==> src/rtl/riscvibe_pkg.sv <==
// Shared types and defaults for the RV32I core's debug halt controller.
package riscvibe_pkg;

    typedef enum logic [2:0] {
        RUN    = 3'd0,
        DRAIN  = 3'd1,
        HALTED = 3'd2,
        ACCESS = 3'd3,
        RESUME = 3'd4
    } dbg_state_t;

    localparam int DBG_DRAIN_TIMEOUT = 16;

    // Every state except RUN keeps fetch frozen and ID bubbling.
    function automatic logic pipe_frozen(input dbg_state_t s);
        return s != RUN;
    endfunction

endpackage

==> src/rtl/dbg_halt_ctrl.sv <==
// Debug halt controller: drains the pipeline on request, then lends the
// register file's rs1 read port and write port to the debugger one access at a time.
module dbg_halt_ctrl
    import riscvibe_pkg::*;
#(
    parameter int DRAIN_TIMEOUT = DBG_DRAIN_TIMEOUT
) (
    input  logic        clk,
    input  logic        rst,
    input  logic        dbg_halt_req,
    output logic        dbg_halted,
    input  logic        dbg_req,
    input  logic        dbg_we,
    input  logic [4:0]  dbg_addr,
    input  logic [31:0] dbg_wdata,
    output logic        dbg_gnt,
    output logic        dbg_rvalid,
    output logic [31:0] dbg_rdata,
    output logic        drain_err,
    output logic        fetch_stall,
    output logic        id_bubble,
    input  logic        ex_valid,
    input  logic        mem_valid,
    input  logic        wb_valid,
    input  logic [4:0]  id_rs1_addr,
    output logic [4:0]  rf_rs1_addr,
    input  logic [31:0] rf_rs1_data,
    input  logic [4:0]  wb_rd_addr,
    input  logic [31:0] wb_rd_data,
    input  logic        wb_reg_write,
    output logic [4:0]  rf_rd_addr,
    output logic [31:0] rf_rd_data,
    output logic        rf_reg_write
);

    localparam int CNT_W = (DRAIN_TIMEOUT > 1) ? $clog2(DRAIN_TIMEOUT) : 1;
    localparam logic [CNT_W-1:0] CNT_LAST = CNT_W'(DRAIN_TIMEOUT - 1);

    dbg_state_t        state_q, state_d;
    logic [CNT_W-1:0]  cnt_q, cnt_d;
    logic              drain_err_q, drain_err_d;
    logic [4:0]        lat_addr_q, lat_addr_d;
    logic              lat_we_q, lat_we_d;
    logic [31:0]       lat_wdata_q, lat_wdata_d;
    logic [31:0]       dbg_rdata_q, dbg_rdata_d;
    logic              dbg_rvalid_q, dbg_rvalid_d;
    logic              fetch_stall_q, fetch_stall_d;
    logic              id_bubble_q, id_bubble_d;
    logic              dbg_halted_q, dbg_halted_d;
    logic              dbg_gnt_q, dbg_gnt_d;
    logic              pipe_busy;

    assign pipe_busy = ex_valid | mem_valid | wb_valid;

    always_comb begin
        state_d      = state_q;
        cnt_d        = cnt_q;
        drain_err_d  = drain_err_q;
        lat_addr_d   = lat_addr_q;
        lat_we_d     = lat_we_q;
        lat_wdata_d  = lat_wdata_q;
        dbg_rdata_d  = dbg_rdata_q;
        dbg_rvalid_d = 1'b0;
        case (state_q)
            RUN: begin
                drain_err_d = 1'b0;
                if (dbg_halt_req) begin
                    state_d = DRAIN;
                    cnt_d   = '0;
                end
            end
            // A dropped halt request is deliberately ignored until the pipe is empty.
            DRAIN: begin
                if (!pipe_busy) begin
                    state_d = HALTED;
                end else if (cnt_q == CNT_LAST) begin
                    state_d     = HALTED;
                    drain_err_d = 1'b1;
                end else begin
                    cnt_d = cnt_q + 1'b1;
                end
            end
            HALTED: begin
                if (dbg_req) begin
                    state_d     = ACCESS;
                    lat_addr_d  = dbg_addr;
                    lat_we_d    = dbg_we;
                    lat_wdata_d = dbg_wdata;
                end else if (!dbg_halt_req) begin
                    state_d = RESUME;
                end
            end
            ACCESS: begin
                state_d = HALTED;
                if (!lat_we_q) begin
                    dbg_rdata_d  = rf_rs1_data;
                    dbg_rvalid_d = 1'b1;
                end
            end
            RESUME: begin
                state_d     = RUN;
                drain_err_d = 1'b0;
            end
            default: state_d = RUN;
        endcase

        // Decoded from the next state so the flops mirror the registered state.
        fetch_stall_d = pipe_frozen(state_d);
        id_bubble_d   = pipe_frozen(state_d);
        dbg_halted_d  = (state_d == HALTED);
        dbg_gnt_d     = (state_d == ACCESS);
    end

    always_ff @(posedge clk or posedge rst) begin
        if (rst) begin
            state_q       <= RUN;
            cnt_q         <= '0;
            drain_err_q   <= 1'b0;
            lat_addr_q    <= '0;
            lat_we_q      <= 1'b0;
            lat_wdata_q   <= '0;
            dbg_rdata_q   <= '0;
            dbg_rvalid_q  <= 1'b0;
            fetch_stall_q <= 1'b0;
            id_bubble_q   <= 1'b0;
            dbg_halted_q  <= 1'b0;
            dbg_gnt_q     <= 1'b0;
        end else begin
            state_q       <= state_d;
            cnt_q         <= cnt_d;
            drain_err_q   <= drain_err_d;
            lat_addr_q    <= lat_addr_d;
            lat_we_q      <= lat_we_d;
            lat_wdata_q   <= lat_wdata_d;
            dbg_rdata_q   <= dbg_rdata_d;
            dbg_rvalid_q  <= dbg_rvalid_d;
            fetch_stall_q <= fetch_stall_d;
            id_bubble_q   <= id_bubble_d;
            dbg_halted_q  <= dbg_halted_d;
            dbg_gnt_q     <= dbg_gnt_d;
        end
    end

    // Register-file port muxes; the WB write port only reaches the file while instructions can retire.
    always_comb begin
        rf_rs1_addr  = id_rs1_addr;
        rf_rd_addr   = wb_rd_addr;
        rf_rd_data   = wb_rd_data;
        rf_reg_write = 1'b0;
        case (state_q)
            RUN, DRAIN: rf_reg_write = wb_reg_write;
            ACCESS: begin
                if (lat_we_q) begin
                    rf_rd_addr   = lat_addr_q;
                    rf_rd_data   = lat_wdata_q;
                    rf_reg_write = (lat_addr_q != 5'd0);
                end else begin
                    rf_rs1_addr = lat_addr_q;
                end
            end
            default: rf_reg_write = 1'b0;
        endcase
    end

    assign dbg_halted  = dbg_halted_q;
    assign dbg_gnt     = dbg_gnt_q;
    assign dbg_rvalid  = dbg_rvalid_q;
    assign dbg_rdata   = dbg_rdata_q;
    assign drain_err   = drain_err_q;
    assign fetch_stall = fetch_stall_q;
    assign id_bubble   = id_bubble_q;

endmodule

==> config.mk <==
export PLATFORM = sky130hd
export DESIGN_NAME = dbg_halt_ctrl
export DESIGN_NICKNAME = d
export VERILOG_FILES = /design/src/rtl/riscvibe_pkg.sv /design/src/rtl/dbg_halt_ctrl.sv
export SDC_FILE = /design/constraint.sdc
export NUM_CORES = 1
export LEC_CHECK = 0
export BUFFER_PORTS_ARGS = -buffer_cell sky130_fd_sc_hd__buf_2
export CORE_ASPECT_RATIO = 1.4
export CORE_UTILIZATION = 45
export CTS_CLUSTER_DIAMETER = 30
export DETAILED_ROUTE_END_ITERATION = 16
export PLACE_DENSITY = 0.87
export SETUP_SLACK_MARGIN = 0.02
export SKIP_LAST_GASP = 1
export SYNTH_ARGS = -nofsm -noshare
export SYNTH_HDL_FRONTEND = slang
export SYNTH_SLANG_ARGS = --single-unit
==> constraint.sdc <==
create_clock -name clk -period 7.1 [get_ports clk]
set_input_delay 0.355 -clock clk [delete_from_list [all_inputs] [get_ports clk]]
set_output_delay 0.355 -clock clk [all_outputs]
set_load 0.02 [all_outputs]
==> reports/metrics.csv <==
stage,metric,value,unit
status,outcome,"complete, no violations",
die,dieWidth,79.16,um
drt,via_per_inst,5.079,
layout,final_cells,560,
clock_tree,cts-buffers-inserted,9,
timing,timing.fmax,382.2,MHz
grt,grt_antenna_before_repair,0,
run,cap_violations,0,
timing,slew_headroom,0.4177,
setup_path,crit_type,register to output pin,
clock_tree,tritoncts,done,
power_and_ir_drop,power_density,437.0,nW/um^2
setup_path,arrival,2.26,ns
die,die_y,110.0,um
timing,setup_viol,0,
synthesis,yosys.area.top_type_share,0.5470,
drt,vias,2844,
clock_tree,insertion_delay,0.33,ns
setup_path,rrSetupSlack,4.72,ns
power_and_ir_drop,p_sw,787.3,uW
layout,n_fill_cell,675,
power_and_ir_drop,swShare,0.3515,
setup_path,cpLargestDelayFamily,buffers and inverters,
drt,top_layer,met4,
drt,wl_per_cell,15.48,um
die,start_util,0.4631,
drt,drt_iter0_markers,83,
die,coreArea,8100,sq um
grt,grt_pass1_vias,2857,
placed_design,port_buffers,200,
clock_tree,cts_resized,0,
min_path,hold_class,primary input to async pin,
setup_path,crit_buf_inv,2,
drt,drt_wl_total,8666,um
clock_tree,postCtsSetupRepairBufs,0,
clock_tree,clk_pin_slew,0.06,ns
synthesis,synthesis.instances,255,
synthesis,ys_ff_latch,82,
die,fp.dieArea,8710,sq um
grt,grt_start_max_net_pins,57,
placed_design,gp_congestion,0.7330,
clock_tree,clockBufferDepth,2,
placed_design,numPlacedInstances,544,
power_and_ir_drop,p_leak,2.518,nW
synthesis,synthTopCellsByArea,"dfrtp_1 55%, mux2_2 33%, buf_4 1.2%",
placed_design,dp_hpwl,6502,um
clock_tree,clock-root-buffer,clkbuf_16,
timing,fin_crit_sh,0.3685,
power_and_ir_drop,clkPwrFrac,0.220,
drt,wl_met1,3177,um
synthesis,synth.distinct_cells,32,
synthesis,ys_warn_count,0,
timing,hold_viol_final,0,
setup_path,crit_chain,"nand2b_4, nor3b_4, buf_4, mux2_2, buf_2",
setup_path,cp_slowest_cell,dfrtp_1,
synthesis,synthesis.nets,376,
grt,grt-ovfl-total,0,
clock_tree,cts_hold_buf,0,
timing,rsz0062_at_grt,no,
layout,diodes,0,
timing,slew_viol_final,0,
setup_path,worstReg2RegStart,state_q[1],
layout,syn_to_final_growth,36.66,%
drt,wl_met2,4748,um
synthesis,ys_seq_area_frac,0.5470,
setup_path,worstSetupStartpointType,register,
clock_tree,clkSinkCount,82,
clock_tree,h-tree-depth,3,
synthesis,syn_area,3751,sq um
layout,drive_above_1_share,0.7380,
drt,first_pass_iters,4,
setup_path,worstSetupEndpointType,output pin,
layout,area.sequential,2052,sq um
drt,drc,0,
layout,multi_input_area,1587,sq um
drt,wl_met3,555,um
setup_path,ff2ff_path_depth,4,
setup_path,crit_fanout,38,
timing,fin_skew,0.005121,ns
power_and_ir_drop,comb_power_share,0.403,
layout,final_nets,574,
setup_path,required,6.74,ns
die,rows,39,
power_and_ir_drop,p_seq_frac,0.376,
setup_path,r2r-end,lat_we_q,
power_and_ir_drop,p_int,1.453,mW
die,io_pins,201,
setup_path,critical_path.max_stage_delay,0.57,ns
grt,grt_first_pass_wirelength,13340,um
synthesis,synth_top_area_cell,dfrtp_1,
timing,setup_tns,0,ns
timing,period_needed,2.616,ns
grt,grt_util_all_layers,0.2042,
power_and_ir_drop,ir_drop,0.2709,mV
drt,drtAntennaViolNets,0,
timing,worst_slew_pin_slew,0.8726,ns
synthesis,syn_avg_cell_area,14.71,sq um
-- cells by family after synthesis --
group | synth area share
AO/OA/AOI/OAI | 0.02068
adder cells (fa/ha/maj) | 0.003335
multiplexers | 0.3416
buffers and inverters | 0.03335
AND/OR/NAND/NOR | 0.05404
flip-flops | 0.5470
-- sequential cells by signal, summed over array words and instances, names as in the netlist --
name         count
state_q          3
lat_wdata_q     32
lat_addr_q       5
dbg_gnt          1
lat_we_q         1
dbg_rvalid       1
dbg_rdata       32
dbg_halted       1
id_bubble        1
drain_err        1
cnt_q            4
-- placed cells by master (no fill, tap or decap), types with 3 or more instances in the layout --
master     instances
clkinv_2           3
buf_2            200
nor2_1             3
nand2_1            3
nor4_1             3
mux2_2           110
clkbuf_16          9
nand3_1            4
buf_4              4
dfrtp_1           82
-- synth_stat cells --
cell	number
buf_2	7
dfrtp_1	82
o21ai_0	2
buf_6	3
or3b_4	1
mux2_2	110
nor4_1	3
o22a_2	1
inv_1	2
a21oi_1	2
nand4b_1	2
or3_4	1
or4b_1	1
nand2b_4	1
or4_1	1
buf_4	6
mux2_1	2
clkbuf_1	1
o211ai_2	2
o31ai_1	1
nand2_1	3
mux2i_1	2
nor3b_2	2
nand3_1	4
nand3b_1	2
nor3_1	2
and3_1	1
nor3b_1	1
nand2b_1	1
o211ai_1	2
ha_1	1
nor2_1	3
-- power by group through the flow --
stage	Sequential (mW)	Clock, mW	Combinational (mW)
4_1_cts	0.848	0.505	0.918
3_3_place_gp	0.842	0	0.881
5_1_grt	0.878	0.524	0.975
3_5_place_dp	0.855	0	0.915
6_report	0.843	0.493	0.904
2_1_floorplan	0.927	0	0.560
-- final cells by class --
cell class	count	share of cell area
Inverter	2	0.001709
Clock inverter	5	0.01513
Timing Repair Buffer	204	0.2011
Sequential cell	82	0.4003
Multi-Input combinational cell	154	0.3095
Clock buffer	11	0.04735
Tap cell	102	0.02490
-- worst max-delay path by stage --
stage	startpoint	endpoint	slack (ns)	cells after the start
finish	state_q[1]	rf_rs1_addr[0]	4.48	5
global route	state_q[1]	rf_rs1_addr[0]	4.35	5
CTS	state_q[1]	rf_rs1_addr[3]	4.47	5
detailed placement	state_q[1]	lat_addr_q[4]	4.69	4
global placement	state_q[1]	lat_wdata_q[10]	4.80	4
floorplan	rst	cnt_q[0]	4.64	1
-- layer usage --
metal / vias to the layer above / global-route usage
li1: 1322 / -
met4: 0 / 0.1169
met3: 16 / 0.05021
met5: - / 0
met2: 121 / 0.3602
met1: 1385 / 0.2223
-- worst register-to-register path, stage by stage, from the launching register on --
cell and delay [ns]:
dfrtp_1 0.57, nand2b_4 0.13, nor3b_4 0.73, buf_4 0.44, mux2_2 0.39
-- stage by stage --
step	area (sq um)	utilization	setup slack (ns)	power (mW)	hold slack (ns)
finish	5126	0.6328	4.484	2.240	0.01802
global route	5126	0.6328	4.345	2.377	0.03724
CTS	5126	0.6328	4.466	2.271	0.01677
detailed placement	4806	0.5933	4.690	1.769	0.3808
global placement	4806	0.5933	4.803	1.723	0.3674
floorplan	3751	-	4.637	1.487	0.4255
No activity file was read; power rests on OpenSTA's default activity.
